## src/rtl/mem_arbiter_pkg.sv

```systemverilog
// Shared types for the data-side memory arbiter: region codes and requester IDs.
package mem_arbiter_pkg;

  localparam int XLEN = 32;

  typedef enum logic [2:0] {
    REGION_NONE = 3'd0,
    REGION_DMEM = 3'd1,
    REGION_IMEM = 3'd2,
    REGION_BIOS = 3'd3,
    REGION_IO   = 3'd4
  } region_e;

  typedef enum logic {
    REQ_CPU = 1'b0,
    REQ_DMA = 1'b1
  } req_id_e;

endpackage

```

## src/rtl/mem_region_decode.sv

```systemverilog
// Address-map decode from the top nibble of a byte address.
// IMEM is write-only through this port, so a read of 0x2xxx_xxxx is unmapped.
module mem_region_decode
  import mem_arbiter_pkg::*;
(
  input  logic [3:0] addr_hi_i,
  input  logic [3:0] wmask_i,
  output region_e    region_o,
  output logic       dmem_hit_o,
  output logic       imem_hit_o,
  output logic       err_o
);

  logic is_write_s;

  // Region lookup; 0x3 writes hit DMEM and IMEM together
  always_comb begin
    is_write_s = (wmask_i != 4'd0);
    dmem_hit_o = (addr_hi_i[3:2] == 2'b00) && addr_hi_i[0];
    imem_hit_o = is_write_s && (addr_hi_i[3:1] == 3'b001);
    if (dmem_hit_o) begin
      region_o = REGION_DMEM;
    end else if (imem_hit_o) begin
      region_o = REGION_IMEM;
    end else if (addr_hi_i == 4'b0100) begin
      region_o = REGION_BIOS;
    end else if (addr_hi_i == 4'b1000) begin
      region_o = REGION_IO;
    end else begin
      region_o = REGION_NONE;
    end
    err_o = (region_o == REGION_NONE);
  end

endmodule

```

## src/rtl/mem_arbiter.sv

```systemverilog
// Round-robin arbiter sharing the data-side memory port between CPU and DMA,
// with a starvation bound and a one-entry read-response pipeline.
module mem_arbiter
  import mem_arbiter_pkg::*;
#(
  parameter int XLEN     = mem_arbiter_pkg::XLEN,
  parameter int ADDR_W   = 14,
  parameter int MAX_WAIT = 4
) (
  input  logic              clk,
  input  logic              rst,
  input  logic              cpu_req_valid,
  output logic              cpu_req_ready,
  input  logic [XLEN-1:0]   cpu_addr,
  input  logic [XLEN-1:0]   cpu_wdata,
  input  logic [3:0]        cpu_wmask,
  output logic [XLEN-1:0]   cpu_rdata,
  output logic              cpu_rvalid,
  input  logic              dma_req_valid,
  output logic              dma_req_ready,
  input  logic [XLEN-1:0]   dma_addr,
  input  logic [XLEN-1:0]   dma_wdata,
  input  logic [3:0]        dma_wmask,
  output logic [XLEN-1:0]   dma_rdata,
  output logic              dma_rvalid,
  output logic [ADDR_W-1:0] mem_adr,
  output logic [XLEN-1:0]   mem_wdata,
  output logic [3:0]        dmem_we,
  output logic [3:0]        imem_we,
  output logic              io_en,
  output logic              io_we,
  input  logic [XLEN-1:0]   dmem_rdata,
  input  logic [XLEN-1:0]   bios_rdata,
  input  logic [XLEN-1:0]   io_rdata,
  output logic              addr_err
);

  localparam int WAIT_W = $clog2(MAX_WAIT + 1);
  localparam logic [WAIT_W-1:0] WAIT_MAX = WAIT_W'(MAX_WAIT);
  localparam logic [WAIT_W-1:0] WAIT_ONE = WAIT_W'(1);

  logic              cpu_v_s, dma_v_s, gnt_cpu_s, gnt_dma_s, gnt_any_s, is_read_s;
  logic [XLEN-1:0]   sel_addr_s, sel_wdata_s, rsp_data_s;
  logic [3:0]        sel_wmask_s;
  region_e           region_s;
  logic              dmem_hit_s, imem_hit_s, err_s;
  logic              unused_addr_s;

  req_id_e           last_grant_q, last_grant_d;
  logic [WAIT_W-1:0] cpu_wait_q, cpu_wait_d, dma_wait_q, dma_wait_d;
  logic              rd_pend_q, rd_pend_d;
  req_id_e           rd_owner_q, rd_owner_d;
  region_e           rd_region_q, rd_region_d;
  logic              addr_err_q, addr_err_d;
  logic [XLEN-1:0]   cpu_rdata_q, dma_rdata_q;

  // Arbitration: a starved requester wins outright, otherwise alternate on ties
  always_comb begin
    cpu_v_s   = cpu_req_valid & rst;
    dma_v_s   = dma_req_valid & rst;
    gnt_cpu_s = 1'b0;
    gnt_dma_s = 1'b0;
    if (cpu_v_s && dma_v_s) begin
      if (dma_wait_q == WAIT_MAX) begin
        gnt_dma_s = 1'b1;
      end else if (cpu_wait_q == WAIT_MAX) begin
        gnt_cpu_s = 1'b1;
      end else if (last_grant_q == REQ_DMA) begin
        gnt_cpu_s = 1'b1;
      end else begin
        gnt_dma_s = 1'b1;
      end
    end else begin
      gnt_cpu_s = cpu_v_s;
      gnt_dma_s = dma_v_s;
    end
    gnt_any_s   = gnt_cpu_s | gnt_dma_s;
    sel_addr_s  = gnt_dma_s ? dma_addr  : cpu_addr;
    sel_wdata_s = gnt_dma_s ? dma_wdata : cpu_wdata;
    sel_wmask_s = gnt_dma_s ? dma_wmask : cpu_wmask;
    is_read_s   = gnt_any_s && (sel_wmask_s == 4'd0);
  end

  assign unused_addr_s = ^{sel_addr_s[XLEN-5:ADDR_W+2], sel_addr_s[1:0]};

  mem_region_decode u_decode (
    .addr_hi_i  (sel_addr_s[XLEN-1:XLEN-4]),
    .wmask_i    (sel_wmask_s),
    .region_o   (region_s),
    .dmem_hit_o (dmem_hit_s),
    .imem_hit_o (imem_hit_s),
    .err_o      (err_s)
  );

  // Memory-side issue of the granted request
  always_comb begin
    cpu_req_ready = gnt_cpu_s;
    dma_req_ready = gnt_dma_s;
    mem_adr   = '0;
    mem_wdata = '0;
    dmem_we   = 4'd0;
    imem_we   = 4'd0;
    io_en     = 1'b0;
    io_we     = 1'b0;
    if (gnt_any_s) begin
      mem_adr   = sel_addr_s[ADDR_W+1:2];
      mem_wdata = sel_wdata_s;
      dmem_we   = dmem_hit_s ? sel_wmask_s : 4'd0;
      imem_we   = imem_hit_s ? sel_wmask_s : 4'd0;
      io_en     = (region_s == REGION_IO);
      io_we     = (region_s == REGION_IO) && !is_read_s;
    end else begin
      mem_adr   = '0;
    end
  end

  // Next-state for arbitration history, wait counters and the read pipeline
  always_comb begin
    last_grant_d = gnt_dma_s ? REQ_DMA : (gnt_cpu_s ? REQ_CPU : last_grant_q);
    if (!cpu_v_s || gnt_cpu_s) begin
      cpu_wait_d = '0;
    end else if (cpu_wait_q == WAIT_MAX) begin
      cpu_wait_d = cpu_wait_q;
    end else begin
      cpu_wait_d = cpu_wait_q + WAIT_ONE;
    end
    if (!dma_v_s || gnt_dma_s) begin
      dma_wait_d = '0;
    end else if (dma_wait_q == WAIT_MAX) begin
      dma_wait_d = dma_wait_q;
    end else begin
      dma_wait_d = dma_wait_q + WAIT_ONE;
    end
    rd_pend_d   = is_read_s;
    rd_owner_d  = gnt_dma_s ? REQ_DMA : REQ_CPU;
    rd_region_d = region_s;
    addr_err_d  = gnt_any_s & err_s;
  end

  // Read response: data arrives from the memories the cycle after the address
  always_comb begin
    case (rd_region_q)
      REGION_DMEM: rsp_data_s = dmem_rdata;
      REGION_BIOS: rsp_data_s = bios_rdata;
      REGION_IO:   rsp_data_s = io_rdata;
      default:     rsp_data_s = '0;
    endcase
    cpu_rvalid = rst & rd_pend_q & (rd_owner_q == REQ_CPU);
    dma_rvalid = rst & rd_pend_q & (rd_owner_q == REQ_DMA);
    cpu_rdata  = cpu_rvalid ? rsp_data_s : cpu_rdata_q;
    dma_rdata  = dma_rvalid ? rsp_data_s : dma_rdata_q;
    addr_err   = addr_err_q;
  end

  // State registers with synchronous active-low reset
  always_ff @(posedge clk) begin
    if (!rst) begin
      last_grant_q <= REQ_DMA;
      cpu_wait_q   <= '0;
      dma_wait_q   <= '0;
      rd_pend_q    <= 1'b0;
      rd_owner_q   <= REQ_CPU;
      rd_region_q  <= REGION_NONE;
      addr_err_q   <= 1'b0;
      cpu_rdata_q  <= '0;
      dma_rdata_q  <= '0;
    end else begin
      last_grant_q <= last_grant_d;
      cpu_wait_q   <= cpu_wait_d;
      dma_wait_q   <= dma_wait_d;
      rd_pend_q    <= rd_pend_d;
      rd_owner_q   <= rd_owner_d;
      rd_region_q  <= rd_region_d;
      addr_err_q   <= addr_err_d;
      cpu_rdata_q  <= cpu_rdata;
      dma_rdata_q  <= dma_rdata;
    end
  end

endmodule

```

## config.mk

```make
export PLATFORM = sky130hd
export DESIGN_NAME = mem_arbiter
export DESIGN_NICKNAME = d
export VERILOG_FILES = /design/src/rtl/mem_arbiter_pkg.sv /design/src/rtl/mem_region_decode.sv /design/src/rtl/mem_arbiter.sv
export SDC_FILE = /design/constraint.sdc
export NUM_CORES = 1
export LEC_CHECK = 0
export CAP_MARGIN = 20
export CELL_PAD_IN_SITES_DETAIL_PLACEMENT = 0
export CELL_PAD_IN_SITES_GLOBAL_PLACEMENT = 1
export CORE_MARGIN = 8
export CORE_UTILIZATION = 23
export DETAILED_ROUTE_END_ITERATION = 16
export GPL_ROUTABILITY_DRIVEN = 0
export PLACE_DENSITY = 0.82
export SYNTH_ARGS = -nofsm -noshare
export SYNTH_HDL_FRONTEND = slang
export SYNTH_SLANG_ARGS = --single-unit
```

## constraint.sdc

```tcl
create_clock -name clk -period 3.47 [get_ports clk]
set_input_delay 0.5205 -clock clk [delete_from_list [all_inputs] [get_ports clk]]
set_output_delay 0.5205 -clock clk [all_outputs]
set_load 0.05 [all_outputs]
```

==> flow_summary.json, run 1 <==
{
  "die_h_microns": 156.9,
  "crit_fanout": 12,
  "min-delay-start": "dma_wait_q[0]$_SDFFE_PP0N_",
  "fin_nets": 1177,
  "setup.worst_path.start_class": "input pin",
  "postRouteWirelength_microns": 20420,
  "slowest_stage": "clkdlybuf4s50_1",
  "cp-end-kind": "output port",
  "clk_pin_slew_ps": 50,
  "max_freq_mhz": 309.6,
  "power_density_nw_per_um2": 301.4,
  "grt-ovfl-total": 0,
  "fin_crit_sh": 0.9308,
  "dieArea_sq_um": 24620,
  "initial_core_util": 0.2347,
  "grt_pass1_vias": 5694,
  "synth-seq-cells": 77,
  "antenna_left": 0,
  "area_delta_synth_final_pct": 85.89,
  "cts_tree": "built",
  "ir_drop_mv": 0.1773,
  "rows": 51,
  "yosysTopAreaCell": "dfxtp_1",
  "hpwlAfterDp_microns": 16630,
  "startpoint": "cpu_req_valid",
  "critPathBufInv": 3,
  "grt_usage": 0.1612,
  "insertedDiodeCount": 0,
  "cts.sinks": 77,
  "synth_edf_count": 0,
  "h-tree-depth": 3,
  "async_flop_share": 0,
  "synth_top_area_share": 0.3375,
  "syn_inst": 632,
  "core_area_sq_um": 19460,
  "min_period_ps": 3230,
  "layout-drive-gt1-share": 0.1977,
  "hold_buffers": 0,
  "dr.first_iter.drc_count": 202,
  "grt_pass1_wl_microns": 31020,
  "cts_root_buffer": "clkbuf_16",
  "hold_viol_final": 0,
  "fin_skew_ps": 4.212,
  "ys.warnings.count": 0,
  "synth_ff_type": "dfxtp_1",
  "antenna_found_initial": 1,
  "cts_setup_buffers": 0,
  "cp_data_arrival_time_ps": 2710,
  "viasPerCell": 4.504,
  "dieWidth_microns": 156.9,
  "yosysMostFrequentCell": "nand2_1",
  "worstSetupPathType": "input pin to output port",
  "relSlewSlack": 0.5601,
  "ys_types": 38,
  "grt_start_max_net_pins": 61,
  "worstPathCellList": "clkdlybuf4s50_1, a21bo_2, o211ai_4, inv_2, mux2_4, o21bai_1, nor2_1, buf_12",
  "portBuffers": 332,
  "setup_viol": 0,
  "ctsResizeCount": 0,
  "drv_slew": 0,
  "r2r-start": "cpu_wait_q[0]$_SDFFE_PP0N_",
  "ys_seq_area_frac": 0.3375,
  "maxCapViolations": 0,
  "rsz0062_at_grt": "false",
  "cts_buffer_depth": 2,
  "min_path_type": "register to register",
  "outcome": "completed",
  "setup-tns-final_ps": 0,
  "power_leakage_nw": 3.357,
  "first_pass_iters": 4,
  "numCtsBuffers": 9,
  "vias": 5432,
  "critical_path.max_stage_delay_ps": 570,
  "wl_per_cell_microns": 16.93,
  "synthTopCellsByCount": "nand2_1, dfxtp_1, and2_1, o21ai_0, a21oi_1",
  "critPathRequiredTime_ps": 2950,
  "max_slew.worst_pin.slew_ps": 653.0,
  "fin_util": 0.4362,
  "crit_family": "buffers and inverters",
  "clk_latency_ps": 340,
  "fillers": 1987,
  "synth_area_per_cell_sq_um": 7.226,
  "num_io_pins": 361,
  "synth_nets": 872,
  "syn_area_sq_um": 4567,
  "synth.area.top_cells": "dfxtp_1, nand2_1, and2_1",
  "route.detailed.drc": 0
}
==> worst register-to-register path: stages (launching register included) <==
cell	delay (ps)
dfxtp_1	380
inv_1	60
ha_1	230
a21oi_2	280
o211ai_4	140
inv_2	230
mux2_4	360
o311ai_1	280
nor2_1	70
==> metal layers <==
metal	wire, microns	part of all wire	track usage	up-vias
li1	-	-	-	2756
met1	7712	0.38	0.1705	2393
met2	9778	0.48	0.2765	259
met3	2531	0.12	0.08144	24
met4	396	0.019	0.04760	0
met5	0	0	0	-
==> through the flow <==
step | power (mW) | worst slack [ps] | hold WS [ps] | instances | cell area [sq um]
after floorplan | 1.219 | 81.32 | 417.3 | 632 | 4567
after global placement | 1.586 | 260.9 | 432.8 | 1191 | 8174
after detailed placement | 1.588 | 237.6 | 438.9 | 1191 | 8174
after CTS | 2.602 | 210.3 | 447.0 | 1206 | 8489
after global routing | 2.681 | 101.0 | 471.0 | 1206 | 8489
final | 2.559 | 240.0 | 445.1 | 1206 | 8489
==> placed cells by master, fill, tap and decap left out, types with 3 or more instances in the layout <==
cell               n
a21oi_1           56
nor2_1             8
mux2i_1            3
o21ai_0           60
xnor2_1            3
ha_1               4
nor4b_1            3
clkdlybuf4s50_1  220
nor3_1            10
nand2_1          170
dfxtp_1           76
nand3_1           11
mux2_2            32
a22oi_1           33
buf_4            102
inv_1              9
and2_1            65
buf_12            25
o21ai_1            7
clkbuf_16          9
==> worst paths after layout <==
| path | to | cells after the start | slack [ps] |
|---|---|---|---|
| setup / recovery | io_we | 8 | 240 |
| hold / removal | dma_wait_q[0]$_SDFFE_PP0N_ | 1 | 450 |
| setup reg to reg | rd_region_q[0]$_SDFF_PN0_ | 8 | 1330 |
| hold reg to reg | dma_wait_q[0]$_SDFFE_PP0N_ | 1 | 450 |
==> cells by family after synthesis <==
group                      count (synthesis)  synth area share
AOI/OAI and AO/OA                        166            0.2123
xor gates and xnor gates                   3          0.005754
adders and majority gates                  4           0.01096
buffers and inverters                     64           0.05726
DFF                                       77            0.3375
muxes                                     36           0.08877
and+or+nand+nor                          282            0.2874
==> state kept, by name, summed over array words and instances, names as in the netlist <==
name,cells
addr_err,1
cpu_rdata_q,32
cpu_wait_q,3
dma_rdata_q,32
dma_wait_q,3
last_grant_q,1
rd_owner_q,1
rd_pend_q,1
rd_region_q,3
==> report_power, final <==
group	total [mW]	switching [mW]	internal, mW
Sequential	0.895	0.00551	0.890
Clock	0.996	0.352	0.644
Combinational	0.667	0.332	0.335
Total	2.56	0.690	1.87
==> final cells by class <==
type	count	area, sq um	share of cell area
inverters	10	37.54	0.004422
well taps	265	331.6	0.03906
flip-flops and latches	77	1543	0.1817
multi-input cells	491	2789	0.3285
repair buffers	348	3473	0.4091
clock inverters	4	72.57	0.008548
clock buffers	11	242.7	0.02859
(Power assumes the default switching activity.)
==> run 2: changes to the inputs <==
- CTS_CLUSTER_SIZE: not set -> 14
- MAX_ROUTING_LAYER: not set -> met4
==> run 2 against run 1 <==
Cell count is the same. Die area is the same. Largest power group unchanged. Via count shrank 0.28%. Combinational power is essentially flat. Utilization is the same. Non-clock buffer count is the same. Critical path depth is the same. Largest cell class unchanged. Hold slack is essentially flat. Final area is the same. Sequential power is essentially flat.
==> flow_summary.json, run 2 (synthesis results as in run 1) <==
{
  "outcome": "completed",
  "cts_setup_buffers": 0,
  "layout-drive-gt1-share": 0.1977,
  "dr.first_iter.drc_count": 197,
  "vias": 5417,
  "drv_slew": 0,
  "setup-tns-final_ps": 0,
  "grt-ovfl-total": 0,
  "grt_start_max_net_pins": 61,
  "worstSetupPathType": "input pin to output port",
  "min_period_ps": 3224,
  "final_common_cell": "clkdlybuf4s50_1",
  "dp_slack_ps": 237.6,
  "clk_pin_slew_ps": 50,
  "initial_core_util": 0.2347,
  "grt_pass1_wl_microns": 30830,
  "critPathBufInv": 3,
  "maxCapViolations": 0,
  "fin_nets": 1177,
  "cts_root_buffer": "clkbuf_16",
  "area_delta_synth_final_pct": 85.89,
  "crit_fanout": 12,
  "slowest_stage": "clkdlybuf4s50_1",
  "rows": 51,
  "cp-end-kind": "output port",
  "viasPerCell": 4.492,
  "core_area_sq_um": 19460,
  "setup.worst_path.start_class": "input pin",
  "insertedDiodeCount": 0,
  "total_power_mw": 2.560,
  "max_slew.worst_pin.slew_ps": 640.0,
  "h-tree-depth": 3,
  "critical_path.max_stage_delay_ps": 570,
  "max_freq_mhz": 310.2,
  "fin_skew_ps": 4.256,
  "fin_crit_sh": 0.9291,
  "power_leakage_nw": 3.357,
  "numCtsBuffers": 9,
  "final_cell_mix": "clkdlybuf4s50_1, nand2_1, buf_4, dfxtp_1, and2_1",
  "grt_usage": 0.1657,
  "cts_buffer_depth": 2,
  "critPathRequiredTime_ps": 2950,
  "relSlewSlack": 0.5688,
  "r2r-start": "cpu_wait_q[0]$_SDFFE_PP0N_",
  "dieWidth_microns": 156.9,
  "cp_data_arrival_time_ps": 2700,
  "hpwlAfterDp_microns": 16630,
  "hold_viol_final": 0,
  "dieArea_sq_um": 24620,
  "portBuffers": 332,
  "antenna_found_initial": 1,
  "fin_ws_ps": 246.0,
  "ir_drop_mv": 0.1775,
  "hold_buffers": 0,
  "min_path_type": "register to register",
  "startpoint": "cpu_req_valid",
  "crit_family": "buffers and inverters",
  "clk_latency_ps": 340,
  "ctsResizeCount": 0,
  "power_density_nw_per_um2": 301.5,
  "num_io_pins": 361,
  "wl_per_cell_microns": 16.93,
  "cts.sinks": 77,
  "postRouteWirelength_microns": 20420,
  "first_pass_iters": 5,
  "die_h_microns": 156.9,
  "antenna_left": 0,
  "min-delay-start": "dma_wait_q[0]$_SDFFE_PP0N_",
  "fin_util": 0.4362,
  "rsz0062_at_grt": "false",
  "grt_pass1_vias": 5747,
  "worstPathCellList": "clkdlybuf4s50_1, a21bo_2, o211ai_4, inv_2, mux2_4, o21bai_1, nor2_1, buf_12",
  "cts_tree": "built",
  "setup_viol": 0,
  "route.detailed.drc": 0,
  "largest_registers": "cpu_rdata_q: 32 flops, dma_rdata_q: 32 flops"
}
## run 2: final cells by class
| type | count | area, sq um |
|---|---|---|
| Fill cell | 1987 | 10970 |
| Inverter | 10 | 37.54 |
| Timing Repair Buffer | 348 | 3473 |
| Clock inverter | 4 | 72.57 |
| Sequential cell | 77 | 1543 |
| Tap cell | 265 | 331.6 |
| Clock buffer | 11 | 242.7 |
| Multi-Input combinational cell | 491 | 2789 |
## run 2: final timing paths
| path | endpoint | slack [ps] | cells after the start |
|---|---|---|---|
| worst max-delay path | io_we | 250 | 8 |
| worst min-delay path | dma_wait_q[0]$_SDFFE_PP0N_ | 450 | 1 |
| worst max register to register | rd_region_q[0]$_SDFF_PN0_ | 1310 | 8 |
| worst min register to register | dma_wait_q[0]$_SDFFE_PP0N_ | 450 | 1 |
## run 2: where the power goes
group	switching [mW]	leakage, nW	internal [mW]
Combinational	0.332	2.58	0.335
Clock	0.353	0.152	0.644
Sequential	0.00552	0.621	0.890
Total	0.691	3.36	1.87
## run 2: routing by layer
metal  share of wire  GRT usage
met5               0          -
met4           0.019    0.04760
met3            0.10    0.06718
met2            0.48     0.2775
met1            0.40     0.1782
## run 2: worst reg2reg max path: stages, from the launching register on
cell,delay (ps)
dfxtp_1,380
inv_1,60
ha_1,230
a21oi_2,290
o211ai_4,140
inv_2,230
mux2_4,360
o311ai_1,280
nor2_1,70
## run 2: through the flow
step	std cells	hold WS, ps	cell area [sq um]
after global placement	1191	432.8	8174
after CTS	1206	447.0	8489
after floorplan	632	417.3	4567
after global routing	1206	471.0	8489
after detailed placement	1191	438.9	8174
final	1206	445.0	8489
==> run 3: changes to the inputs <==
- CORE_AREA: not set -> 8 8 135 137
- CORE_MARGIN: 8 -> not set
- CORE_UTILIZATION: 23 -> not set
- DIE_AREA: not set -> 0 0 143 145
- DONT_BUFFER_PORTS: not set -> 1
- PLACE_DENSITY: 0.82 -> 0.55
==> run 3 against run 2 <==
Largest cell class is now multi-input gates. Register-to-register slack lost 250 ps. Sequential power is 0.8% higher. Total power is 15% lower. Clock skew grew 2.6 ps. First-iteration DRC count up 12%. Global-route usage decreased by 0.20 points. Die area is 16% lower. Clock power shrank 12%.
==> flow_summary.json, run 3 (synthesis results as in run 1) <==
{
  "route.detailed.drc": 0,
  "setup.worst_path.start_class": "register",
  "drv_slew": 0,
  "cts_tree": "built",
  "max_slew.worst_pin.slew_ps": 1150,
  "hold_ws_ps": 283.0,
  "power_leakage_nw": 2.368,
  "fillers": 1739,
  "rsz0062_at_grt": "false",
  "cts.sinks": 77,
  "layout-drive-gt1-share": 0.2563,
  "critPathRequiredTime_ps": 2950,
  "clockPowerShare": 0.404,
  "crit_fanout": 5,
  "fin_util": 0.3632,
  "grt_usage": 0.1636,
  "vias": 4667,
  "cp-end-kind": "output port",
  "core_area_sq_um": 16170,
  "hpwlAfterDp_microns": 13760,
  "antenna_found_initial": 0,
  "setup_viol": 0,
  "wl_per_cell_microns": 18.55,
  "multiInputGateArea_sq_um": 2794,
  "insertedDiodeCount": 0,
  "grt_pass1_vias": 4794,
  "fin_nets": 954,
  "viasPerCell": 4.975,
  "dr.first_iter.drc_count": 221,
  "die_h_microns": 145,
  "fin_ws_ps": 423.2,
  "sw_frac_of_total": 0.3058,
  "min_period_ps": 3047,
  "grt_pass1_wl_microns": 26010,
  "h-tree-depth": 3,
  "relSlewSlack": 0.2283,
  "largest_registers": "cpu_rdata_q: 32 flops, dma_rdata_q: 32 flops",
  "antenna_left": 0,
  "final_common_cell": "nand2_1",
  "clk_latency_ps": 340,
  "fin_crit_sh": 0.8780,
  "ir_drop_mv": 0.2089,
  "power_density_nw_per_um2": 368.4,
  "hold_buffers": 0,
  "switchingPower_uw": 661.6,
  "clk_pin_slew_ps": 60,
  "max_freq_mhz": 328.2,
  "total_power_mw": 2.163,
  "area_delta_synth_final_pct": 28.60,
  "ctsResizeCount": 0,
  "cts_buffer_depth": 2,
  "dp_slack_ps": 765.3,
  "cts_setup_buffers": 0,
  "seq_power_share": 0.417,
  "outcome": "completed",
  "worstSetupPathType": "register to output port",
  "internal-power_mw": 1.502,
  "setup-tns-final_ps": 0,
  "numCtsBuffers": 9,
  "grt-ovfl-total": 0,
  "min_path_type": "input pin to register",
  "first_pass_iters": 4,
  "seqCellArea_sq_um": 1543,
  "num_io_pins": 361,
  "cts_root_buffer": "clkbuf_16",
  "postRouteWirelength_microns": 17400,
  "dieArea_sq_um": 20740,
  "rows": 47,
  "dieWidth_microns": 143,
  "hold_viol_final": 0,
  "power_frac_comb": 0.179,
  "initial_core_util": 0.2824,
  "final_cell_mix": "nand2_1, buf_4, dfxtp_1, and2_1, o21ai_1",
  "cp_data_arrival_time_ps": 2530,
  "grt_start_max_net_pins": 74,
  "portBuffers": 0,
  "maxCapViolations": 0,
  "fin_skew_ps": 6.813
}
==> run 3: area by class of cell <==
| class | instances | area share |
|---|---|---|
| repair buffers | 125 | 0.1619 |
| inverters | 10 | 0.006391 |
| well taps | 220 | 0.04687 |
| clock buffers | 9 | 0.03835 |
| flip-flops and latches | 77 | 0.2627 |
| clock inverters | 6 | 0.008095 |
| multi-input cells | 491 | 0.4757 |
==> run 3: worst max-delay path, cell delays in order, from the launching register on <==
cell      delay [ps]
dfxtp_1          360
inv_1             60
ha_1             220
and2_1           180
o21ai_0          530
a22oi_2          210
nand2b_1         260
a21oi_1          140
buf_4            220
==> run 3: path summary, 6_finish.rpt <==
kind / start / end / slack (ps) / cells past startpoint
max: dma_wait_q[0]$_SDFFE_PP0N_ / dmem_we[1] / 420 / 8
min: rst / last_grant_q$_SDFFE_PP1P_ / 280 / 1
max reg2reg: rd_region_q[1]$_SDFF_PN0_ / dma_rdata_q[4]$_SDFF_PN0_ / 1060 / 5
min reg2reg: dma_wait_q[0]$_SDFFE_PP0N_ / dma_wait_q[0]$_SDFFE_PP0N_ / 470 / 1
==> run 3: metrics by stage <==
| step | area, sq um | instances |
|---|---|---|
| finish | 5873 | 938 |
| global route | 5873 | 938 |
| CTS | 5873 | 938 |
| detailed placement | 5600 | 923 |
| global placement | 5600 | 923 |
| floorplan | 4567 | 632 |
==> run 3: routing by layer <==
layer  vias to the layer above  GRT usage  share of wire
li1                       2305          -              -
met1                      2090     0.1626           0.37
met3                        21    0.06070           0.11
met4                         0    0.06326          0.018
met2                       251     0.2840           0.50
met5                         -          -              0
==> run 3: power by group through the flow <==
stage / clock (mW) / combinational, mW / sequential (mW)
after floorplan: 0 / 0.304 / 0.915
after global placement: 0 / 0.387 / 0.921
after detailed placement: 0 / 0.391 / 0.921
after CTS: 0.919 / 0.392 / 0.902
after global routing: 0.953 / 0.413 / 0.902
final: 0.874 / 0.388 / 0.902
